<file path="src/rtl/mem_wb_pipe.sv">
// MEM/WB pipeline stage: a 2-entry elastic buffer carrying LANES writeback slots per bundle,
// with synchronous flush and a committed NZCV flag register updated at writeback.
module mem_wb_pipe #(
    parameter int unsigned LANES  = 2,
    parameter int unsigned DATA_W = 32,
    parameter int unsigned REG_AW = 3,
    parameter int unsigned FLAG_W = 4
) (
    input  logic                       clk,
    input  logic                       reset,
    input  logic                       flush,
    input  logic                       in_valid,
    output logic                       in_ready,
    input  logic [LANES*REG_AW-1:0]    in_rd,
    input  logic [LANES*DATA_W-1:0]    in_data,
    input  logic [LANES-1:0]           in_regwrite,
    input  logic [LANES*FLAG_W-1:0]    in_flags,
    input  logic [LANES-1:0]           in_flagwrite,
    output logic                       out_valid,
    input  logic                       out_ready,
    output logic [LANES*REG_AW-1:0]    out_rd,
    output logic [LANES*DATA_W-1:0]    out_data,
    output logic [LANES-1:0]           out_regwrite,
    output logic [LANES*FLAG_W-1:0]    out_flags,
    output logic [LANES-1:0]           out_flagwrite,
    output logic [FLAG_W-1:0]          arch_flags,
    output logic [1:0]                 count
);

    localparam int unsigned RdW    = LANES * REG_AW;
    localparam int unsigned DataW  = LANES * DATA_W;
    localparam int unsigned FlagsW = LANES * FLAG_W;
    localparam int unsigned EntryW = RdW + DataW + LANES + FlagsW + LANES;

    typedef enum logic [1:0] {
        StEmpty,
        StOne,
        StTwo
    } stateT;

    stateT              stateQ;
    logic [EntryW-1:0]  headQ;
    logic [EntryW-1:0]  tailQ;
    logic [FLAG_W-1:0]  archFlagsQ;

    logic [EntryW-1:0]  inEntry;
    logic [RdW-1:0]     headRd;
    logic [DataW-1:0]   headData;
    logic [LANES-1:0]   headRegwrite;
    logic [FlagsW-1:0]  headFlags;
    logic [LANES-1:0]   headFlagwrite;
    logic               accept;
    logic               consume;
    logic [FLAG_W-1:0]  archFlagsNext;

    assign inEntry = {in_rd, in_data, in_regwrite, in_flags, in_flagwrite};
    assign {headRd, headData, headRegwrite, headFlags, headFlagwrite} = headQ;

    always_comb begin
        count = 2'd0;
        unique case (stateQ)
            StEmpty: count = 2'd0;
            StOne:   count = 2'd1;
            StTwo:   count = 2'd2;
            default: count = 2'd0;
        endcase
    end

    assign in_ready  = (count != 2'd2) & ~flush;
    assign out_valid = (count != 2'd0) & ~flush;
    assign accept    = in_valid & in_ready;
    assign consume   = out_valid & out_ready;

    // Payload is forced to zero whenever nothing is being presented.
    always_comb begin
        out_rd        = '0;
        out_data      = '0;
        out_regwrite  = '0;
        out_flags     = '0;
        out_flagwrite = '0;
        if (out_valid) begin
            out_rd        = headRd;
            out_data      = headData;
            out_regwrite  = headRegwrite;
            out_flags     = headFlags;
            out_flagwrite = headFlagwrite;
        end
    end

    // Ascending lane walk: the highest-indexed writing lane has the final say.
    always_comb begin
        archFlagsNext = archFlagsQ;
        for (int unsigned i = 0; i < LANES; i++) begin
            if (out_flagwrite[i]) begin
                archFlagsNext = out_flags[i*FLAG_W +: FLAG_W];
            end
        end
    end

    always_ff @(posedge clk) begin
        if (reset) begin
            stateQ     <= StEmpty;
            headQ      <= '0;
            tailQ      <= '0;
            archFlagsQ <= '0;
        end else if (flush) begin
            stateQ <= StEmpty;
        end else begin
            if (consume) begin
                archFlagsQ <= archFlagsNext;
            end
            unique case (stateQ)
                StEmpty: begin
                    if (accept) begin
                        headQ  <= inEntry;
                        stateQ <= StOne;
                    end
                end
                StOne: begin
                    if (accept && !consume) begin
                        tailQ  <= inEntry;
                        stateQ <= StTwo;
                    end else if (!accept && consume) begin
                        stateQ <= StEmpty;
                    end else if (accept && consume) begin
                        headQ <= inEntry;
                    end
                end
                StTwo: begin
                    if (consume) begin
                        headQ  <= tailQ;
                        stateQ <= StOne;
                    end
                end
                default: stateQ <= StEmpty;
            endcase
        end
    end

    assign arch_flags = archFlagsQ;

endmodule

</file>
<file path="config.mk">
export PLATFORM = sky130hd
export DESIGN_NAME = mem_wb_pipe
export DESIGN_NICKNAME = d
export VERILOG_FILES = /design/src/rtl/mem_wb_pipe.sv
export SDC_FILE = /design/constraint.sdc
export NUM_CORES = 1
export LEC_CHECK = 0
export CAP_MARGIN = 20
export CORE_AREA = 2 2 192 119
export DETAILED_ROUTE_END_ITERATION = 10
export DIE_AREA = 0 0 194 121
export PLACE_DENSITY = 0.7
export SYNTH_ARGS = -nofsm -noshare
export SYNTH_HDL_FRONTEND = slang
export SYNTH_SLANG_ARGS = --single-unit
</file>
<file path="constraint.sdc">
create_clock -name clk -period 5.6 [get_ports clk]
set_input_delay 1.4 -clock clk [delete_from_list [all_inputs] [get_ports clk]]
set_output_delay 1.4 -clock clk [all_outputs]
set_load 0.02 [all_outputs]
</file>
### After elaboration in Yosys (flattened, before gate mapping)

Index checks and enable logic that the tools add are counted.

| operators by class | value |
|---|---|
| equal/unequal tests | 9 |
| muxes and demuxes | 19 |
| div/mod/pow operators | 0 |
| add/subtract/negate cells | 0 |
| magnitude comparators | 0 |
| shifts and indexed selects | 0 |
| bitwise logic cells | 5 |
| reductions and logical operators | 14 |
| multipliers | 0 |

Operators by type and width:

| operator | number |
|---|---|
| 82-bit two-way mux | 5 |
| 82-bit one-hot mux with 3 select lines | 1 |
| 64-bit two-way mux | 1 |
| 2-bit two-way mux | 6 |
| 2-bit != test, second input constant | 6 |
| 3-bit AND reduction | 3 |
| 4-bit two-way mux | 2 |
| 8-bit two-way mux | 1 |
| 7-bit AND reduction | 1 |
| 6-bit two-way mux | 1 |
| 2-bit one-hot mux with 3 select lines | 1 |
| 1-bit bitwise AND | 4 |
| 2-bit one-hot mux with 2 select lines | 1 |
| 2-bit nonzero test | 2 |
| 1-bit logical AND | 3 |
| 3-bit != test, second input constant | 1 |
| 3-bit nonzero test | 1 |
| 2-bit by 1-bit equality test with 1-bit output, second input constant | 1 |
| 2-bit equality test, second input constant | 1 |
| 1-bit zero test | 2 |
| 2-bit zero test | 1 |
| 2-bit OR reduction | 1 |
| 1-bit NOT | 1 |

| storage, ports and cells | value |
|---|---|
| logic and storage cells | 51 |
| bits in latches | 0 |
| memory bits (writable) | 0 |
| bits of input ports | 87 |
| memories | 0 |
| output and inout port bits | 90 |
| register bits after elaboration | 170 |
| memory bits (read-only) | 0 |

### Depth between registers and ports, before layout

| logic depth | value |
|---|---|
| depth in word-level cells | 10 |
| mapped depth | 15 |

### Worst setup path before layout

No wires, ideal clock.

| timing path | value |
|---|---|
| path kind | input port to output port |
| start point | in flush |
| end point | out out_data[0] |
| arrival time | 2.486 ns |
| required time | 4.200 ns |
| path slack | 1.714 ns |
| stages | 6 |
| path through | buf_2 nand2b_4 inv_1 clkbuf_1 clkbuf_1 and2_1 |

| between the ends | value |
|---|---|
| word-level cells in the longest chain between the ends | 3 |

Ends and longest elaborated chain:

| element | line | source |
|---|---|---|
| from (decl) | 11 | `input logic flush,` |
| 1-bit NOT (no line) | - |  |
| 1-bit bitwise AND | 70 | `assign out_valid = (count != 2'd0) & ~flush;` |
| 64-bit two-way mux | 81 | `if (out_valid) begin` |
| to (decl) | 22 | `output logic [LANES*DATA_W-1:0] out_data,` |

Every way passes these cells.

### Final worst setup path

| timing path | value |
|---|---|
| start point | in flush |
| end point | out out_data[32] |

Same word-level chain as after synthesis.

==> run_results.csv <==
group,metric,value,unit
layout,final_core_util,0.510,
cts,post_cts_resize_count,0,
pwr,powerDensity,242,nW/um^2
timing,rsz0062_at_grt,"no",
timing,setup_ws,0.507,ns
synth,yosysWarnings,0,
worst_hold_path,hold_path_class,"register to register",
placed_design,hpwl,13300,microns
timing,fin_hold_ws,0.454,ns
timing,fin_tns_setup,0,ns
synth,syn-instance-count,953,
setup_path,r2r-start,"stateQ[1]",
global_routing,grt_pass1_vias,6253,
global_routing,antenna_found_initial,4,
global_routing,grt.total_usage,0.176,
drt,via_per_inst,4.75,
flow_run,cap_violations,0,
cts,clockBufferDepth,2,
cts,cts_root_buffer,"clkbuf_16",
worst_hold_path,hold_end,"tailQ[3]",
setup_path,cp-end-kind,"output port",
drt,remaining_drc_errors,0,
global_routing,grt-ovfl-total,0,
setup_path,r2r-end,"headQ[36]",
timing,timing.final.crit_share,0.909,
worst_hold_path,hold_depth,2,
layout,nFillCells,2005,
timing,maxSlewViolCount,0,
synth,synthDistinctLibCells,26,
status,outcome,"complete, no violations",
floorplan,die_w,194,microns
timing,fin_crit,5.09,ns
setup_path,reg2reg_depth,12,
drt,wl_per_cell,14.8,microns
worst_hold_path,min-delay-start,"tailQ[3]",
cts,h-tree-depth,4,
setup_path,path_class,"primary input to output port",
timing,tightest_slew,0.954,ns
timing,finalSetupViolCount,0,
setup_path,worstPathArrival,3.69,ns
placed_design,globalplace.congestion,0.757,
drt,finalWirelength,20500,microns
global_routing,grt_pass1_wl,32900,microns
placed_design,placed_cells,1353,
timing,fmax,196,MHz
layout,finalNonFillerCells,1387,
layout,synthToLayoutAreaGrowth,29.1,%
layout,final_layout_size_suffix_gt1_frac,0.122,
timing,fin_skew,0.00676,ns
floorplan,die_area,23500,sq um
cts,cts_tree,"built",
timing,hold_viol,0,
cts,cts.sinks,170,
setup_path,rrSetupSlack,1.95,ns
floorplan,rows,42,
synth,syn_nets,1047,
pwr,p_leak,4.17,nW
cts,post-cts-setup-buffer-count,0,
setup_path,crit_path_start_kind,"primary input",
floorplan,pin_count,177,
global_routing,grt_max_degree,126,
floorplan,start_util,0.395,
drt,postRouteAntennaNets,0,
setup_path,cp-startpoint,"flush",
layout,nets,1180,
cts,ctsHoldBuffers,0,
cts,clk_pin_slew,0.07,ns
synth,ys_seq_elements,170,
synth,avgSynthCellArea,8.97,sq um
drt,vias,6589,
cts,insertion_delay,0.44,ns
pwr,ir_drop,0.000204,V
drt,drt_iter0_drc,333,
timing,maxSlewHeadroom,0.364,
drt,dr.pass1.iters,5,
setup_path,path_max_fanout,31,
synth,seq_area_frac_synth,0.398,
synth,synth_area,8550,sq um
cts,cts_buffers,17,
placed_design,dpl_worst_slack,0.470,ns
placed_design,port_buffers,176,
setup_path,cp.required,4.20,ns
floorplan,die_h,121,microns
floorplan,core,21700,sq um
area by class of cell:
type                            instances  area [sq um]  share of cell area
Sequential cell                       170          3400               0.308
Clock buffer                           17           425              0.0386
Clock inverter                         15           139              0.0126
Timing Repair Buffer                  188          1890               0.172
Multi-Input combinational cell        704          4790               0.434
Antenna cell                            2          5.00            0.000454
Tap cell                              286           358              0.0324
Inverter                                5          18.8             0.00170
per-stage QoR:
stage                     power (mW)  area [sq um]
final                           2.67         11000
after global routing            2.78         11000
after CTS                       2.70         11000
after detailed placement        1.57         10500
after global placement          1.56         10500
after floorplan                 1.46          8550
sequential cells by signal (all words and copies together), names as in the netlist:
signal,cells
tailQ,82
stateQ,2
arch_flags,4
headQ,82
cells in the mapped netlist (all sizes together):
| library cell | count | area share |
|---|---|---|
| nor3 | 2 | 0.0012 |
| nand2b | 2 | 0.0023 |
| buf | 26 | 0.020 |
| mux2i | 92 | 0.11 |
| nor2 | 93 | 0.041 |
| clkbuf | 48 | 0.021 |
| and2 | 83 | 0.061 |
| or3b | 1 | 0.0010 |
| o21ai | 3 | 0.0031 |
| nor2b | 82 | 0.060 |
| nand3 | 1 | 0.00059 |
| or2 | 1 | 0.00073 |
| mux2 | 82 | 0.14 |
| nand2 | 169 | 0.074 |
| a211oi | 1 | 0.0015 |
| o211a | 1 | 0.0012 |
| a21oi | 83 | 0.049 |
| inv | 5 | 0.0022 |
| nor3b | 1 | 0.00088 |
| dfxtp | 170 | 0.40 |
| ha | 7 | 0.010 |
cells in the final DEF, fill, tap and decap left out, types with 3 or more instances in the layout:
master	n
a21oi_1	83
and2_1	83
buf_12	3
buf_4	9
clkbuf_16	17
clkdlybuf4s50_1	175
clkinv_4	9
dfxtp_1	170
ha_1	6
inv_1	4
inv_6	3
inv_8	3
mux2_4	80
mux2i_1	92
nand2_1	169
nor2_1	92
nor2b_1	82
worst max-delay path, cell delays in order:
cell,delay (ns)
clkdlybuf4s50_1,0.59
nand2b_4,0.26
inv_2,0.40
buf_4,0.27
and2_1,0.14
clkdlybuf4s50_1,0.62
cells by family after synthesis:
family	Yosys count	share of synthesized area
AND/OR/NAND/NOR	435	0.243
multiplexers	174	0.251
flip-flops	170	0.398
AO/OA/AOI/OAI	88	0.0543
buffers and inverters	79	0.0436
adder cells (fa/ha/maj)	7	0.0102
layer usage:
| layer | up-vias | part of all wire | global-route usage |
|---|---|---|---|
| li1 | 3365 | - | - |
| met1 | 3073 | 0.51 | 0.240 |
| met2 | 127 | 0.43 | 0.263 |
| met3 | 20 | 0.057 | 0.0634 |
| met4 | 4 | 0.010 | 0.0450 |
| met5 | - | 0.0011 | 0 |
power by group:
part | total, mW | internal [mW] | leakage, nW | switching, mW
Clock | 1.13 | 0.586 | 0.278 | 0.545
Sequential | 1.26 | 1.24 | 1.38 | 0.0195
Combinational | 0.277 | 0.153 | 2.52 | 0.123
how the worst max path moves through the flow:
stage          slack (ns)           end  cells after the start
5_1_grt              0.34  out_data[24]                      6
6_report             0.51  out_data[32]                      6
3_5_place_dp         0.47  out_data[32]                      6
4_1_cts              0.47  out_data[32]                      6
3_3_place_gp         0.56  out_data[21]                      6
2_1_floorplan        1.71   out_data[0]                      6
(Power assumes the default switching activity.)
